--- src/rtl/mem_port_arbiter.sv ---
// mem_port_arbiter: shares the single unified memory port between IF-stage
// instruction fetch and MEM-stage load/store. MEM has priority, and a streak
// counter bounds how long IF can be starved. Each access is a req/ack
// transaction with a watchdog abort, followed by a one-cycle ready pulse.
module mem_port_arbiter #(
  parameter int STREAK_MAX = 4,
  parameter int TIMEOUT    = 255
) (
  input  logic        clk,
  input  logic        rst,
  input  logic        if_req,
  input  logic [31:0] if_addr,
  output logic [31:0] if_rdata,
  output logic        if_ready,
  input  logic [1:0]  d_rd,
  input  logic [1:0]  d_wr,
  input  logic [31:0] d_addr,
  input  logic [31:0] d_wdata,
  output logic [31:0] d_rdata,
  output logic        d_ready,
  output logic        m_req,
  output logic        m_we,
  output logic [1:0]  m_size,
  output logic [31:0] m_addr,
  output logic [31:0] m_wdata,
  input  logic [31:0] m_rdata,
  input  logic        m_ack,
  output logic        if_stall,
  output logic        mem_stall,
  output logic        err
);

  // Streak counter is at least 3 bits wide; wait counter just covers TIMEOUT.
  localparam int SW = ($clog2(STREAK_MAX + 1) < 3) ? 3 : $clog2(STREAK_MAX + 1);
  localparam int WW = ($clog2(TIMEOUT + 1) < 1) ? 1 : $clog2(TIMEOUT + 1);

  typedef enum logic [1:0] {IDLE, GNT_IF, GNT_MEM, DONE} state_t;

  state_t        state;
  logic [SW-1:0] streak;
  logic [WW-1:0] wait_cnt;

  logic d_pend;
  logic mem_wins;
  logic timed_out;

  assign d_pend    = (d_rd != 2'b00) || (d_wr != 2'b00);
  // MEM wins unless IF has been passed over STREAK_MAX times in a row.
  assign mem_wins  = d_pend && ((streak < SW'(STREAK_MAX)) || !if_req);
  assign timed_out = (wait_cnt == WW'(TIMEOUT));

  // Stalls follow the live requests so the hazard unit sees them in cycle 0.
  assign if_stall  = if_req & ~if_ready;
  assign mem_stall = d_pend & ~d_ready;

  // Arbitration FSM with registered memory-port, ready and read-data outputs.
  always_ff @(posedge clk) begin
    if (rst) begin
      state    <= IDLE;
      streak   <= '0;
      wait_cnt <= '0;
      m_req    <= 1'b0;
      m_we     <= 1'b0;
      m_size   <= 2'b00;
      m_addr   <= 32'h0;
      m_wdata  <= 32'h0;
      if_rdata <= 32'h0;
      d_rdata  <= 32'h0;
      if_ready <= 1'b0;
      d_ready  <= 1'b0;
      err      <= 1'b0;
    end else begin
      // NOTE: non-blocking assignments, so every decision below uses the
      // pre-edge register values regardless of statement order.
      if_ready <= 1'b0;
      d_ready  <= 1'b0;
      case (state)
        IDLE: begin
          if (mem_wins) begin
            state    <= GNT_MEM;
            m_req    <= 1'b1;
            m_we     <= (d_wr != 2'b00);
            m_size   <= (d_wr != 2'b00) ? d_wr : d_rd;
            m_addr   <= d_addr;
            m_wdata  <= d_wdata;
            wait_cnt <= '0;
            if (!if_req) begin
              streak <= '0;
            end else if (streak < SW'(STREAK_MAX)) begin
              streak <= streak + SW'(1);
            end
          end else if (if_req) begin
            state    <= GNT_IF;
            m_req    <= 1'b1;
            m_we     <= 1'b0;
            m_size   <= 2'b11;
            m_addr   <= if_addr;
            m_wdata  <= 32'h0;
            wait_cnt <= '0;
            streak   <= '0;
          end
        end
        GNT_IF, GNT_MEM: begin
          if (m_ack) begin
            m_req <= 1'b0;
            state <= DONE;
            if (state == GNT_IF) begin
              if_rdata <= m_rdata;
              if_ready <= 1'b1;
            end else begin
              if (!m_we) d_rdata <= m_rdata;
              d_ready <= 1'b1;
            end
          end else if (timed_out) begin
            // Abort: the requester still gets its ready, with zero data.
            m_req <= 1'b0;
            err   <= 1'b1;
            state <= DONE;
            if (state == GNT_IF) begin
              if_rdata <= 32'h0;
              if_ready <= 1'b1;
            end else begin
              d_rdata <= 32'h0;
              d_ready <= 1'b1;
            end
          end else begin
            wait_cnt <= wait_cnt + WW'(1);
          end
        end
        DONE: begin
          // Requesters advance during this cycle; nothing is sampled here.
          state <= IDLE;
        end
        default: state <= IDLE;
      endcase
    end
  end

endmodule

--- config.mk ---
export PLATFORM = sky130hd
export DESIGN_NAME = mem_port_arbiter
export DESIGN_NICKNAME = d
export VERILOG_FILES = /design/src/rtl/mem_port_arbiter.sv
export SDC_FILE = /design/constraint.sdc
export NUM_CORES = 1
export LEC_CHECK = 0
export BUFFER_PORTS_ARGS = -buffer_cell sky130_fd_sc_hd__buf_2
export CAP_MARGIN = 20
export CORE_MARGIN = 3
export CORE_UTILIZATION = 50
export CTS_CLUSTER_DIAMETER = 60
export DETAILED_ROUTE_END_ITERATION = 16
export PLACE_DENSITY = 0.95
export SLEW_MARGIN = 10
export SYNTH_ARGS = -nofsm -noshare
export SYNTH_HDL_FRONTEND = slang
export SYNTH_SLANG_ARGS = --single-unit
--- constraint.sdc ---
create_clock -name clk -period 4.6 [get_ports clk]
set_clock_uncertainty 0.15 [all_clocks]
set_input_delay 0.23 -clock clk [delete_from_list [all_inputs] [get_ports clk]]
set_output_delay 0.23 -clock clk [all_outputs]
set_load 0.03 [all_outputs]
**After elaboration in Yosys (flattened, before gate mapping)**

Index checks and enable logic that the tools add are counted.
Widths: inputs -> output; s select.

- Bits of input ports: 136
- Register bits after elaboration: 148
- Word-level logic and storage cells: 96

- $lt $le $gt $ge: 1
- Reductions and logical operators: 20
- Add/subtract/negate cells: 2
- Multiplexer cells: 43
- Bitwise operators: 7
- Eq/ne operators: 10

Operator list:

| kind | count |
|---|---|
| $mux 32 | 13 |
| $mux 8 | 4 |
| $pmux 8 s2 | 1 |
| $mux 2 | 7 |
| $mux 1 | 12 |
| $mux 3 | 4 |
| $reduce_and 3->1 | 4 |
| $reduce_bool 2->1 | 5 |
| $add 8x1->8 const B | 1 |
| $eq 8x8->1 const B | 1 |
| $reduce_and 4->1 | 2 |
| $ne 2x2->1 const B | 3 |
| $ne 3x3->1 const B | 2 |
| $pmux 2 s3 | 1 |
| $not 1->1 | 5 |
| $eq 2x2->1 const B | 2 |
| $reduce_and 2->1 | 2 |
| $reduce_or 2->1 | 2 |
| $add 3x1->3 const B | 1 |
| $lt 3x3->1 const B | 1 |
| $ne 3x2->1 const B | 1 |
| $and 1x1->1 | 2 |
| $eq 2x1->1 const B | 1 |
| $logic_not 2->1 | 1 |
| 4 further kinds | 5 |

**Logic depth before layout (Yosys ltp)**

- Word-level depth: 5
- Depth in mapped cells: 8
- Mapped depth without buffers: 6

**Worst setup path before layout**

Ideal clock, no wire load.

- Kind: register to register
- From: register state[0]
- To: register wait_cnt[4]
- Buffers on the path: 2
- Required time: 4.375 ns
- Setup time: 0.075 ns
- Path slack: 2.635 ns
- Arrival time: 1.740 ns
- Cell stages (with the launch flop): 9
- Period minus slack after synthesis: 1.965 ns
- Cells stage by stage: dfxtp_1 inv_1 ha_1 buf_2 nor2b_1 and2_1 buf_2 or4_1 a31oi_1

- Longest elaborated chain between the ends: 4
- Elaborated cells between the ends (all ways): 10
- Classes of those cells: eq/ne (5); mux (1); reduce/logical (4)

Ends and longest elaborated chain:

| what | RTL line | source |
|---|---|---|
| start, declared | 39 | `state_t state;` |
| start signal, assigned | 59 | `state <= IDLE;` |
| start signal, assigned | 80 | `state <= GNT_MEM;` |
| start signal, assigned | 93 | `state <= GNT_IF;` |
| $eq 2x1->1 or $eq 2x2->1 (tied branches) | 77 | `case (state)` |
| $reduce_or 2->1 | 77 |  |
| $ne 2x2->1 (no source line) or $reduce_bool 2->1 (tied branches) | -- |  |
| $reduce_and 4->1 (no source line) | -- |  |
| end signal, assigned | 127 | `wait_cnt <= wait_cnt + WW'(1);` |
| end, declared | 41 | `logic [WW-1:0] wait_cnt;` |

Parallel ways exist; a longest one is shown, timed or not.
A chain may end at the register's enable or synchronous reset.

**Worst setup path in the final report**

- From: register state[1]
- To: register m_addr[13]

- Longest elaborated chain between the ends: 2

Ends and longest elaborated chain:

| what | RTL line | source |
|---|---|---|
| $logic_not 2->1 | 77 |  |
| $reduce_and 2->1 (no source line) | -- |  |
| end signal, assigned | 84 | `m_addr <= d_addr;` |
| end signal, assigned | 97 | `m_addr <= if_addr;` |
| end, declared | 24 | `output logic [31:0] m_addr,` |

Every way passes these cells.

==> metrics.log <==
INFO  metric leakage = 4.17 nW
INFO  metric timing.slew.headroom = 32.5%
INFO  metric drt-total-wl = 25800 um
INFO  metric detailroute.via_count = 7327
INFO  metric max_clock_freq = 335 MHz
INFO  metric initial_core_util = 51.4%
INFO  metric cp-endpoint = m_addr[13]$_SDFFE_PP0P_
INFO  metric p_total = 5.81 mW
INFO  metric maximum_number_of_pins_on_one_net_before_global_route_repair = 83
INFO  metric mappedNetlistArea = 5920 um^2
INFO  metric cts-buffers-inserted = 17
INFO  metric syn2layout_area_growth = 55.1%
INFO  metric synthesis.area_per_instance = 9.13 um^2
INFO  metric design.final.nets = 1154
INFO  metric tns = 0 ns
INFO  metric postSynth.asyncResetShare = 0%
INFO  metric detail_route.first_pass.iterations = 6
INFO  metric power_density = 633 nW/um^2
INFO  metric utilization = 79.7%
INFO  metric timing.reg2reg.worst_path_depth = 6
INFO  metric global_route.usage.total = 37.0%
INFO  metric cp.required = 4.81 ns
INFO  metric synth_fp_nets = 788
INFO  metric synthDistinctLibCells = 40
INFO  metric die-height = 115 um
INFO  metric vdd_drop_max = 412 uV
INFO  metric yosys_warnings = 0
INFO  metric grt_first_pass_wirelength = 37900 um
INFO  metric grt_overflow_total = 0
INFO  metric number_of_pins_exceeding_their_max_slew_limit_in_the_final_report = 0
INFO  metric cp_cell_sequence = inv_1 -> ha_1 -> o21a_4 -> nor2_1 -> a311oi_1 -> dlygate4sd3_1
INFO  metric reg2reg_from = state[1]$_SDFFE_PP0P_
INFO  metric antenna_found_initial = 4
INFO  metric run_status = completed
INFO  metric route.detailed.wl_per_inst = 22.0 um
INFO  metric number_of_global_route_vias_before_repair = 6934
INFO  metric cts_tree = built
INFO  metric floorplan.die_area = 13200 um^2
INFO  metric critPathMaxFanout = 68
INFO  metric synth_enable_flop_cells = 0
INFO  metric multi_input_gate_area_in_the_final_layout = 2660 um^2
INFO  metric htree_num_levels = 4
INFO  metric cpMaxStageDelayCell = sky130_fd_sc_hd__o21a_4
INFO  metric final_cycle_utilization_of_the_critical_path = 64.9%
INFO  metric arrival = 3.20 ns
INFO  metric maxCapViolCount = 0
INFO  metric timing.reg2reg.setup_slack = 1.61 ns
INFO  metric post_layout_nonfiller_instances = 1173
INFO  metric commonest_non_fill_non_tap_cell_in_the_layout = sky130_fd_sc_hd__buf_2
INFO  metric min_period = 2.99 ns
INFO  metric critPathCaptureType = flop
INFO  metric drive_above_1_share = 33.1%
INFO  metric postCtsResizedCells = 0
INFO  metric worstSetupStartpoint = state[1]$_SDFFE_PP0P_
INFO  metric setup_repair_after_global_routing_missed_its_margin = false
INFO  metric port_buffers = 272
INFO  metric holdBufCountCts = 128
INFO  metric register_area = 2960 um^2
INFO  metric nFillCells = 602
INFO  metric numPlacedInstances = 1008
INFO  metric synth_flop_cell = sky130_fd_sc_hd__dfxtp_1
INFO  metric design.core.area = 11500 um^2
INFO  metric startpoint_type = flop
INFO  metric setup_viol_count_final = 0
INFO  metric detail_route.vias_per_cell = 6.25
INFO  metric post-dp-hpwl = 12500 um
INFO  metric synth.ff_latch_count = 148
INFO  metric synth_sequential_area_ratio = 50.1%
INFO  metric tightest_slew = 1.01 ns
INFO  metric clk_pin_slew_worst_paths = 0.07 ns
INFO  metric worst_path_largest_cell_delay = 0.76 ns
INFO  metric hold_path_class = input port to flop
INFO  metric worstSkewPairLatency = 0.43 ns
INFO  metric clk_root_buffer_cell = sky130_fd_sc_hd__clkbuf_16
INFO  metric mostFrequentLayoutCells = sky130_fd_sc_hd__buf_2, sky130_fd_sc_hd__dfxtp_1, sky130_fd_sc_hd__dlygate4sd3_1
INFO  metric clockBufferDepth = 2
INFO  metric remaining_drc_errors = 0
INFO  metric cts.sinks = 148
INFO  metric drtAntennaViolNets = 0
INFO  metric hold_viol_final = 0
INFO  metric syn-instance-count = 648
INFO  metric r2r_end = m_addr[13]$_SDFFE_PP0P_
INFO  metric fp-row-count = 39
INFO  metric routabilityCongestion = 0.841
INFO  metric top_level_ports = 273
INFO  metric postCtsSetupRepairBufs = 0
INFO  metric die_w = 115 um
INFO  metric setup.worst_path.class = flop to flop
INFO  metric violation_count_after_the_first_detailed_route_iteration = 1288
[per-layer routing]
| metal | global-route usage, % | up-vias | part of all wire, % |
|---|---|---|---|
| met3 | 11.1 | 141 | 11 |
| li1 | - | 3144 | - |
| met1 | 41.2 | 3390 | 34 |
| met5 | 0 | - | 0 |
| met2 | 62.4 | 652 | 49 |
| met4 | 22.2 | 0 | 6.5 |
[final cells by class]
cell class | count | share of cell area, %
clock inverters | 14 | 1.68
flip-flops and latches | 148 | 32.3
well taps | 143 | 1.95
repair buffers | 411 | 30.1
diodes | 4 | 0.109
inverters | 6 | 0.245
multi-input cells | 430 | 29.0
clock buffers | 17 | 4.64
[cells in the mapped netlist, drive strengths merged, types with 3 or more instances]
master  instances  area share (%)
a21oi          40             3.4
a22o           32             4.7
a22oi          34             4.3
a311oi         33             7.0
a31oi           5            0.53
and2            3            0.32
and3            3            0.32
buf            18             2.0
clkbuf         46             2.9
dfxtp         148              50
ha              4            0.85
inv             6            0.38
nand2          45             2.9
nand3          44             3.7
nand4          34             3.6
nor2           74             4.7
nor2b           7            0.74
nor3            3            0.25
o211ai          4            0.51
o21ai          42             3.7
or4             3            0.38
[per-stage QoR]
stage	hold WS, ns	instance area (um^2)	setup slack [ns]
floorplan	0.206	5920	2.63
global placement	0.304	7250	1.90
detailed placement	0.308	7250	1.82
CTS	0.00747	9110	1.74
global route	0.0582	9180	1.50
finish	0.0488	9180	1.61
[registers in the layout (all words and copies together) (netlist names)]
register,cells
err,1
m_req,1
m_size,2
if_ready,1
state,2
d_rdata,32
m_addr,32
m_wdata,32
wait_cnt,8
if_rdata,32
m_we,1
d_ready,1
streak,3
[worst max-delay path, delay by kind of cell, from the launching register on]
family          cells  cell delay [ns]
flops               1             0.32
compound gates      2             1.11
buf+inv             2             0.72
simple gates        1             0.14
fa+ha+maj           1             0.45
[cells by family after synthesis]
| family | Yosys count | synth area share (%) |
|---|---|---|
| adder cells (fa/ha/maj) | 4 | 0.846 |
| buffers and inverters | 70 | 5.29 |
| AO/OA/AOI/OAI | 200 | 25.6 |
| flip-flops | 148 | 50.1 |
| multiplexers | 1 | 0.169 |
| AND/OR/NAND/NOR | 225 | 18.0 |
[power breakdown]
group | switching [mW] | internal [mW] | total [mW]
Combinational | 1.74 | 0.866 | 2.61
Clock | 0.584 | 0.800 | 1.38
Sequential | 0.214 | 1.60 | 1.81
[worst min path at each step]
stage,from,endpoint,slack [ns],cells past startpoint
5_1_grt,rst,err$_SDFFE_PP0P_,0.06,2
3_5_place_dp,m_rdata[16],d_rdata[16]$_SDFFE_PP0P_,0.31,2
4_1_cts,d_wr[0],m_size[0]$_SDFFE_PP0P_,0.007,3
2_1_floorplan,m_rdata[0],d_rdata[0]$_SDFFE_PP0P_,0.21,1
6_report,d_wr[0],m_size[0]$_SDFFE_PP0P_,0.05,3
3_3_place_gp,m_rdata[5],d_rdata[5]$_SDFFE_PP0P_,0.30,2
No activity file was read; power rests on OpenSTA's default activity.
